## config.mk

```make
export PLATFORM = sky130hd
export DESIGN_NAME = ram_port_arbiter
export DESIGN_NICKNAME = d
export VERILOG_FILES = /design/src/rtl/ram_port_arbiter.sv
export SDC_FILE = /design/constraint.sdc
export NUM_CORES = 1
export LEC_CHECK = 0
export CAP_MARGIN = 25
export CORE_AREA = 2 2 106 108
export DETAILED_ROUTE_END_ITERATION = 8
export DIE_AREA = 0 0 108 110
export HOLD_SLACK_MARGIN = 0.15
export PLACE_DENSITY = 0.79
export SKIP_LAST_GASP = 1
export SLEW_MARGIN = 20
export SYNTH_ARGS = -nofsm -noshare
export SYNTH_HDL_FRONTEND = slang
export SYNTH_SLANG_ARGS = --single-unit
```

## constraint.sdc

```tcl
create_clock -name clk -period 2.9 [get_ports clk]
set_input_delay 0.435 -clock clk [delete_from_list [all_inputs] [get_ports clk]]
set_output_delay 0.435 -clock clk [all_outputs]
set_load 0.005 [all_outputs]
```

## src/rtl/ram_port_arbiter.sv

```systemverilog
// Shares one basic_ram-style port among NUM_MASTERS requesters. Each access
// walks IDLE -> ACCESS -> RELEASE. ACCESS ends on RAM ready, on the owner
// dropping cs, or on a wait-state timeout. Arbitration is either fixed
// priority or round-robin, and a force override narrows the eligible set.
module ram_port_arbiter #(
  parameter int NUM_MASTERS = 2,
  parameter int ADDR_WIDTH  = 32,
  parameter int DATA_WIDTH  = 32,
  parameter int ARB_MODE    = 0,
  parameter int TIMEOUT     = 255,
  parameter int SEL_W       = $clog2(NUM_MASTERS)
) (
  input  logic                              clk,
  input  logic                              rst,
  input  logic [NUM_MASTERS-1:0]            m_cs,
  input  logic [NUM_MASTERS-1:0]            m_we,
  input  logic [NUM_MASTERS-1:0]            m_oe,
  input  logic [NUM_MASTERS*ADDR_WIDTH-1:0] m_addr,
  input  logic [NUM_MASTERS*DATA_WIDTH-1:0] m_d_in,
  output logic [DATA_WIDTH-1:0]             m_d_out,
  output logic [NUM_MASTERS-1:0]            m_ready,
  output logic [NUM_MASTERS-1:0]            m_timeout,
  output logic [NUM_MASTERS-1:0]            m_grant,
  input  logic                              force_en,
  input  logic [SEL_W-1:0]                  force_sel,
  output logic [ADDR_WIDTH-1:0]             ram_addr,
  output logic [DATA_WIDTH-1:0]             ram_d_in,
  input  logic [DATA_WIDTH-1:0]             ram_d_out,
  output logic                              ram_cs,
  output logic                              ram_we,
  output logic                              ram_oe,
  input  logic                              ram_ready
);

  // Wide enough to hold TIMEOUT itself; the counter stops there.
  localparam int CntW = $clog2(TIMEOUT + 1);
  localparam logic [CntW-1:0] TimeoutVal = CntW'(TIMEOUT);

  typedef enum logic [1:0] {
    StIdle,
    StAccess,
    StRelease
  } state_e;

  state_e                  state_q, state_d;
  logic [NUM_MASTERS-1:0]  grant_q, grant_d;
  logic [SEL_W-1:0]        gidx_q, gidx_d;
  logic [CntW-1:0]         cnt_q, cnt_d;
  logic [SEL_W-1:0]        rr_ptr_q, rr_ptr_d;
  logic [NUM_MASTERS-1:0]  ready_q, ready_d;
  logic [NUM_MASTERS-1:0]  timeout_q, timeout_d;
  logic [DATA_WIDTH-1:0]   d_out_q, d_out_d;

  logic [NUM_MASTERS-1:0]  eligible;
  logic [NUM_MASTERS-1:0]  winner;
  logic [SEL_W-1:0]        win_idx;
  logic                    win_found;

  logic                    g_cs, g_we, g_oe;
  logic [ADDR_WIDTH-1:0]   g_addr;
  logic [DATA_WIDTH-1:0]   g_din;
  logic [SEL_W-1:0]        next_ptr;
  logic                    in_access;

  // Eligible set and winner; loops run high-to-low so the best candidate is written last.
  always_comb begin : pick_winner
    int idx;
    eligible  = m_cs;
    winner    = '0;
    win_idx   = '0;
    win_found = 1'b0;
    idx       = 0;
    if (force_en) begin
      for (int i = 0; i < NUM_MASTERS; i++) begin
        if (SEL_W'(i) != force_sel) eligible[i] = 1'b0;
      end
    end
    if (ARB_MODE == 0) begin
      for (int i = NUM_MASTERS - 1; i >= 0; i--) begin
        if (eligible[i]) begin
          winner    = '0;
          winner[i] = 1'b1;
          win_idx   = SEL_W'(i);
          win_found = 1'b1;
        end
      end
    end else begin
      for (int o = NUM_MASTERS - 1; o >= 0; o--) begin
        idx = (int'(rr_ptr_q) + o) % NUM_MASTERS;
        if (eligible[idx]) begin
          winner      = '0;
          winner[idx] = 1'b1;
          win_idx     = SEL_W'(idx);
          win_found   = 1'b1;
        end
      end
    end
  end

  // One-hot mux of the granted master's request signals.
  always_comb begin : grant_mux
    g_cs   = |(m_cs & grant_q);
    g_we   = |(m_we & grant_q);
    g_oe   = |(m_oe & grant_q);
    g_addr = '0;
    g_din  = '0;
    for (int i = 0; i < NUM_MASTERS; i++) begin
      if (grant_q[i]) begin
        g_addr = m_addr[i*ADDR_WIDTH +: ADDR_WIDTH];
        g_din  = m_d_in[i*DATA_WIDTH +: DATA_WIDTH];
      end
    end
  end

  // RAM side is only driven during ACCESS; RELEASE and IDLE present an idle port.
  always_comb begin : ram_drive
    in_access = (state_q == StAccess);
    ram_cs    = in_access & g_cs;
    ram_we    = in_access & g_we;
    ram_oe    = in_access & g_oe;
    ram_addr  = in_access ? g_addr : '0;
    ram_d_in  = in_access ? g_din : '0;
  end

  assign next_ptr = (gidx_q == SEL_W'(NUM_MASTERS - 1)) ? '0 : gidx_q + SEL_W'(1);

  // Next-state logic for the access FSM and its datapath registers.
  always_comb begin : fsm_next
    state_d   = state_q;
    grant_d   = grant_q;
    gidx_d    = gidx_q;
    cnt_d     = cnt_q;
    rr_ptr_d  = rr_ptr_q;
    ready_d   = '0;
    timeout_d = '0;
    d_out_d   = d_out_q;
    unique case (state_q)
      StIdle: begin
        cnt_d = '0;
        if (win_found) begin
          grant_d = winner;
          gidx_d  = win_idx;
          state_d = StAccess;
        end
      end
      StAccess: begin
        cnt_d = cnt_q + CntW'(1);
        if (!g_cs) begin
          // Owner walked away: end quietly.
          grant_d = '0;
          state_d = StRelease;
        end else if (ram_ready) begin
          // Ready beats a coincident timeout; only reads update m_d_out.
          ready_d = grant_q;
          if (g_oe) d_out_d = ram_d_out;
          grant_d = '0;
          state_d = StRelease;
        end else if (cnt_q == TimeoutVal) begin
          timeout_d = grant_q;
          grant_d   = '0;
          state_d   = StRelease;
        end
      end
      StRelease: begin
        cnt_d   = '0;
        state_d = StIdle;
        // Pointer advances only after a real completion or abort, not abandonment.
        if ((ARB_MODE == 1) && ((|ready_q) || (|timeout_q))) rr_ptr_d = next_ptr;
      end
      default: begin
        state_d = StIdle;
        grant_d = '0;
        cnt_d   = '0;
      end
    endcase
  end

  // State registers with synchronous reset.
  always_ff @(posedge clk) begin
    if (rst) begin
      state_q   <= StIdle;
      grant_q   <= '0;
      gidx_q    <= '0;
      cnt_q     <= '0;
      rr_ptr_q  <= '0;
      ready_q   <= '0;
      timeout_q <= '0;
      d_out_q   <= '0;
    end else begin
      state_q   <= state_d;
      grant_q   <= grant_d;
      gidx_q    <= gidx_d;
      cnt_q     <= cnt_d;
      rr_ptr_q  <= rr_ptr_d;
      ready_q   <= ready_d;
      timeout_q <= timeout_d;
      d_out_q   <= d_out_d;
    end
  end

  assign m_grant   = grant_q;
  assign m_ready   = ready_q;
  assign m_timeout = timeout_q;
  assign m_d_out   = d_out_q;

endmodule

```

# Word level (Yosys, flattened, before mapping)
# Index checks and enable logic that the tools add are counted.
dict set report word_totals {
  ff_bits 48
  output_inout_bits 105
  word_cells 56
}
dict set report op_classes {
  addsub 1
  n_eq_ne 5
  mux 23
  n_bitwise 11
  reduce_logical 10
}
# op count
set ops {}
lappend ops {{32-bit two-way mux} 6}
lappend ops {{2-bit two-way mux} 11}
lappend ops {{8-bit by 1-bit adder with 8-bit output (second input constant)} 1}
lappend ops {{8-bit == test (second input constant)} 1}
lappend ops {{2-bit OR reduction} 4}
lappend ops {{2-bit AND} 3}
lappend ops {{2-bit case mux with 3 select lines} 1}
lappend ops {{1-bit NOT} 5}
lappend ops {{5-bit OR reduction} 1}
lappend ops {{1-bit two-way mux} 4}
lappend ops {{4-bit by 3-bit inequality test with 1-bit output (second input constant)} 1}
lappend ops {{2-bit case mux with 2 select lines} 1}
lappend ops {{4-bit AND reduction} 1}
lappend ops {{4-bit OR reduction} 1}
lappend ops {{1-bit AND} 3}
lappend ops {{3-bit AND reduction} 1}
lappend ops {{2-bit by 1-bit == test with 1-bit output (second input constant)} 1}
lappend ops {{2-bit == test (second input constant)} 1}
lappend ops {{2-bit logical NOT} 1}
lappend ops {{2-bit inequality test (second input constant)} 1}
lappend ops {{2-bit AND reduction} 1}

# Longest topological paths before layout
# Gate-level depths: netlist of the first run.
dict set report logic_depth {
  depth_word 6
  depth_mapped 6
  mapped_depth_nobuf 5
}

# Worst setup path before layout of the first run
# No wires, ideal clock.
dict set report synth_timing {
  kind {reg2out}
  from {reg grant_q[1], in the netlist m_grant[1]}
  to {out ram_d_in[10]}
  arrival_ns 1.182
  setup_slack_ns 1.283
  stages_incl_launch_ff 6
  path_buffers 3
  path_cell_list {dfxtp_1 buf_4 buf_2 buf_1 a22oi_1 nor2_1}
}
dict set report synth_between {
  elab_chain_cells 2
}
# element line
set synth_lines {}
lappend synth_lines {{start, declared} 46} ;# logic [NUM_MASTERS-1:0] grant_q, grant_d;
lappend synth_lines {{start signal, assigned} 191} ;# grant_q <= grant_d;
lappend synth_lines {{32-bit two-way mux} 108} ;# if (grant_q[i]) begin
lappend synth_lines {{32-bit two-way mux} 122} ;# ram_d_in = in_access ? g_din : '0;
lappend synth_lines {{end, declared} 27} ;# output logic [DATA_WIDTH-1:0] ram_d_in,
# No other way between the ends.

# Worst setup path after layout of the first run
dict set report layout_timing {
  from {reg grant_q[1], in the netlist m_grant[1]}
  to {out ram_addr[25]}
}
dict set report layout_between {
  elab_chain_cells 2
}
# element line
set layout_lines {}
lappend layout_lines {{32-bit two-way mux} 108}
lappend layout_lines {{32-bit two-way mux} 121} ;# ram_addr = in_access ? g_addr : '0;
lappend layout_lines {{end, declared} 26} ;# output logic [ADDR_WIDTH-1:0] ram_addr,
# No other way between the ends.

==> results of run 1 <==
cell type report:
cell class | instances | share of cell area
tap | 140 | 0.0310
clock buffer | 6 | 0.0146
timing repair buffer | 282 | 0.501
multi-input combinational | 247 | 0.274
sequential | 48 | 0.170
clock inverter | 2 | 0.00687
inverter | 3 | 0.00199
logic make-up after synthesis:
group	share of synthesized area
compound gates	0.215
simple gates	0.217
mux	0.124
xor+xnor	0.0198
buf+inv	0.0579
fa+ha+maj	0.00471
flops	0.362
registers in the layout, indices dropped and copies added (netlist names):
register,count
m_ready,2
cnt_q,8
m_grant,2
m_timeout,2
m_d_out,32
state_q,2
cell usage in the layout, fill, tap and decap left out:
master,netlist,layout
a2111o_1,1,1
a211oi_1,1,1
a21oi_1,1,1
a22o_4,1,1
a22oi_1,65,65
a22oi_2,1,1
and2_1,4,4
and2b_2,1,1
and3_1,4,4
buf_12,0,2
buf_4,1,5
bufinv_16,0,1
clkbuf_8,0,6
clkdlybuf4s50_1,0,275
clkinv_4,0,1
dfxtp_1,48,47
dfxtp_2,0,1
ha_1,1,1
inv_1,3,3
mux2i_1,33,33
nand2_1,1,1
nand2_2,1,1
nand2b_1,2,1
nand2b_2,0,1
nand3_1,6,6
nand4b_4,1,1
nor2_1,109,109
nor2_4,1,1
nor3_1,1,1
nor4b_1,1,1
o21ai_0,1,1
o31ai_1,2,2
o32a_1,1,1
or3_1,1,1
xnor2_1,3,3
xor2_1,3,3
through the flow:
step           power, mW  hold slack, ns  setup slack (ns)  cells
3_5_place_dp        1.19           0.434             0.449    720
4_1_cts             1.69           0.448             0.187    728
3_3_place_gp        1.18           0.424             0.568    720
5_1_grt             1.75           0.464             0.116    728
6_report            1.67           0.446             0.229    728
2_1_floorplan      0.845           0.413              1.28    326
synthesized netlist by cell type (2+ instances only):
cell      number  area [sq um]
nor2_1       109           409
a22oi_1       65           488
dfxtp_1       48           961
mux2i_1       33           330
buf_2          9          45.0
clkbuf_1       8          30.0
buf_1          7          26.3
nand3_1        6          30.0
and2_1         4          25.0
and3_1         4          25.0
buf_6          3          33.8
inv_1          3          11.3
xnor2_1        3          26.3
xor2_1         3          26.3
nand2b_1       2          12.5
o31ai_1        2          15.0
per-layer routing:
layer,track usage,wire (um)
met2,0.349,6290
met3,0.0617,1270
met4,0.0568,244
met1,0.193,4230
met5,0,0
report_power, final:
part / leakage (nW) / internal [mW] / total, mW / switching (mW)
Sequential: 0.388 / 0.665 / 0.675 / 0.0106
Combinational: 1.75 / 0.316 / 0.495 / 0.179
Clock: 0.0614 / 0.282 / 0.503 / 0.221
Total: 2.19 / 1.26 / 1.67 / 0.410
worst paths after layout:
check / startpoint / to / slack [ns]
max: m_grant[1] / ram_addr[25] / 0.23
min: cnt_q[0] / cnt_q[0] / 0.45
max reg2reg: m_grant[1] / m_d_out[31] / 0.89
min reg2reg: cnt_q[0] / cnt_q[0] / 0.45
==> flow_summary.json, run 1 <==
{
  "vdd.ir_drop.worst_mv": 0.200,
  "clock-sinks": 48,
  "clk_latency_ns": 0.30,
  "rr_worst_depth": 4,
  "hpwl_um": 10000,
  "synth-edff-count": 0,
  "antenna_found_initial": 0,
  "via_per_inst": 4.77,
  "drt-initial-drc-count": 141,
  "cp.depth": 5,
  "cp.arrival_ns": 2.24,
  "core-area_sq_um": 10700,
  "path_class": "reg2out",
  "routabilityCongestion": 0.785,
  "hold_buffers": 0,
  "first_pass_iters": 5,
  "tns_ns": 0,
  "port_buffers": 275,
  "dieWidth_um": 108,
  "syn_avg_cell_area_sq_um": 8.15,
  "drt-total-wl_um": 12000,
  "yosysWarnings": 0,
  "drv_slew": 0,
  "cp_top_family": "buffers and inverters",
  "rsz0062_at_grt": "false",
  "n_antenna_cell": 0,
  "grt.total_usage": 0.184,
  "startpoint_type": "register",
  "dieArea_sq_um": 11900,
  "cts_tree": "yes",
  "hold_path_depth": 1,
  "syn_to_final_growth_pct": 112,
  "vias": 3473,
  "crit_path_end_kind": "output pin",
  "path_max_fanout": 43,
  "cts_resized": 0,
  "final-seq-area_sq_um": 962,
  "timing.final.hold_violations": 0,
  "synthCells": 326,
  "p_per_area_nw_per_um2": 296,
  "fmax_mhz": 374,
  "die_y_um": 110,
  "ys_async_sr_fraction": 0,
  "path_clk_slew_ns": 0.09,
  "initial_utilization": 0.248,
  "cp.required_ns": 2.47,
  "std_cell_rows": 38,
  "cp_cell_sequence": "nor2_4 > buf_12 > a22oi_1 > nor2_1 > clkdlybuf4s50_1",
  "critPathSlowestCell": "clkdlybuf4s50_1",
  "cts_max_level": 2,
  "synth_seq_cells": 48,
  "ys_types": 33,
  "ios": 276,
  "netlist_area_sq_um": 2660,
  "setup_violations": 0,
  "final_util": 0.528,
  "ys.flop_type": "dfxtp_1",
  "antenna_left": 0,
  "slew_headroom": 0.503,
  "syn_nets": 498,
  "post_cts_buffers": 0,
  "critPathMaxStageDelay_ns": 0.57,
  "final_layout_size_suffix_gt1_frac": 0.0391,
  "hp-class": "reg2reg",
  "root_buffer": "clkbuf_8",
  "cts_max_path_buffers": 2,
  "drv_cap": 0,
  "multi_input_comb_area_sq_um": 1550,
  "p_leak_nw": 2.19,
  "status": "completed",
  "grt_pass1_wl_um": 17100,
  "design_area_sq_um": 5650,
  "grt.overflow.total": 0,
  "fin_crit_sh": 0.921,
  "wire_per_inst_um": 16.5,
  "nets": 759,
  "dpl-instance-area_sq_um": 5520,
  "drc": 0,
  "grt_max_degree": 68,
  "worst-path-buf-inv": 2,
  "worst_slew_pin_slew_ns": 0.744,
  "seq_area_frac_synth": 0.362,
  "clock_skew_ns": 0.00340,
  "cts_buffers": 5,
  "timing.final.crit_period_ns": 2.67,
  "fill_cells": 980,
  "grt_pass1_vias": 3285
}
(Power assumes the default switching activity.)
==> inputs of run 2 (changes only) <==
RECOVER_POWER = 100   (was default)
==> run 2 against run 1 <==
Effect of this change: flip-flop and latch count stayed put; core utilization decreased by 0.21 points; clock power hardly changed; sequential power about the same; combinational power fell by 3%; clock-buffer cell count stayed put; via count barely moved; non-clock buffer count is the same.
==> flow_summary.json, run 2 (synthesis results as in run 1) <==
{
  "syn_to_final_growth_pct": 112,
  "clk_latency_ns": 0.30,
  "fin_crit_sh": 0.939,
  "first_pass_iters": 4,
  "hp-class": "reg2reg",
  "nets": 759,
  "cts_max_level": 2,
  "antenna_found_initial": 0,
  "grt.overflow.total": 0,
  "clock_skew_ns": 0.00365,
  "cp.required_ns": 2.47,
  "path_class": "reg2out",
  "final_layout_size_suffix_gt1_frac": 0.0323,
  "use_met3": 0.0617,
  "dieWidth_um": 108,
  "p_leak_nw": 2.53,
  "critPathMaxStageDelay_ns": 0.61,
  "switchingPower_mw": 0.410,
  "fmax_mhz": 367,
  "drv_cap": 0,
  "internal-power_mw": 1.25,
  "status": "completed",
  "setup_violations": 0,
  "p_comb_frac": 0.289,
  "ios": 276,
  "core-area_sq_um": 10700,
  "multi_input_comb_area_sq_um": 1530,
  "r2r_slack_ns": 0.82,
  "largest_reg_flops": 32,
  "crit_path_end_kind": "output pin",
  "p_per_area_nw_per_um2": 295,
  "dieArea_sq_um": 11900,
  "grt_pass1_vias": 3285,
  "timing.final.hold_violations": 0,
  "seqPwrFrac": 0.407,
  "drv_slew": 0,
  "slew_headroom": 0.503,
  "hold_buffers": 0,
  "rsz0062_at_grt": "false",
  "drt-initial-drc-count": 172,
  "wire_per_inst_um": 16.6,
  "root_buffer": "clkbuf_8",
  "path_clk_slew_ns": 0.09,
  "final_cell_mix": "clkdlybuf4s50_1 (174), nor2_1 (109), dlygate4sd3_1 (101)",
  "port_buffers": 275,
  "grt.total_usage": 0.184,
  "initial_utilization": 0.248,
  "critPathSlowestCell": "dfxtp_2",
  "cts_resized": 0,
  "fill_cells": 986,
  "vdd.ir_drop.worst_mv": 0.197,
  "cp_cell_sequence": "clkbuf_2 > a22oi_1 > nor2_1 > dlygate4sd3_1",
  "timing.final.crit_period_ns": 2.72,
  "path_max_fanout": 21,
  "worst_slew_pin_slew_ns": 0.745,
  "post_cts_buffers": 0,
  "busiest_layer": "met2",
  "die_y_um": 110,
  "final-seq-area_sq_um": 962,
  "cp.arrival_ns": 2.29,
  "startpoint_type": "register",
  "swShare": 0.247,
  "tns_ns": 0,
  "drt-total-wl_um": 12100,
  "clock-sinks": 48,
  "layout_commonest_cell": "clkdlybuf4s50_1",
  "grt_pass1_wl_um": 17100,
  "cts_max_path_buffers": 2,
  "met2_usage": 0.349,
  "antenna_left": 0,
  "hpwl_um": 10000,
  "p_clk_frac": 0.304,
  "n_antenna_cell": 0,
  "met1_usage": 0.193,
  "via_per_inst": 4.77,
  "drc": 0,
  "cts_buffers": 5,
  "std_cell_rows": 38,
  "routabilityCongestion": 0.785,
  "vias": 3475,
  "grt_max_degree": 68,
  "whs_ns": 0.446,
  "cts_tree": "yes"
}
run 2: final timing paths:
| path | to | from | cells past startpoint |
|---|---|---|---|
| max reg2reg | m_d_out[31] | m_grant[1] | 4 |
| min reg2reg | cnt_q[0] | cnt_q[0] | 1 |
| min | cnt_q[0] | cnt_q[0] | 1 |
| max | ram_d_in[14] | m_grant[1] | 4 |
run 2: stage by stage:
step                total power [mW]  setup WS, ns  cell area, sq um   util  cells
finish                          1.66         0.176              5620  0.526    728
global route                    1.74        0.0647              5620  0.526    728
CTS                             1.69         0.187              5650  0.528    728
detailed placement              1.19         0.449              5520  0.516    720
global placement                1.18         0.568              5520  0.516    720
floorplan                      0.845          1.28              2660      -    326
run 2: worst max-delay path, delay by kind of cell, from the launching register on:
| family | cells | cell delay, ns |
|---|---|---|
| flops | 1 | 0.61 |
| buf+inv | 2 | 1.03 |
| compound gates | 1 | 0.21 |
| simple gates | 1 | 0.12 |
run 2: final cells by class:
type,count,area share
clock inverters,2,0.00690
flip-flops and latches,48,0.171
clock buffers,6,0.0147
inverters,3,0.00200
multi-input cells,247,0.272
well taps,140,0.0312
repair buffers,282,0.502
run 2: power by group through the flow:
| stage | Combinational (mW) | Clock (mW) | Sequential (mW) |
|---|---|---|---|
| floorplan | 0.160 | 0 | 0.685 |
| global placement | 0.490 | 0 | 0.691 |
| detailed placement | 0.495 | 0 | 0.691 |
| CTS | 0.497 | 0.522 | 0.675 |
| global route | 0.514 | 0.547 | 0.677 |
| finish | 0.480 | 0.505 | 0.675 |
run 2: per-layer routing:
metal,up-vias,routed length (um)
met5,-,0
li1,1672,-
met3,16,1250
met2,189,6350
met1,1598,4230
met4,0,244
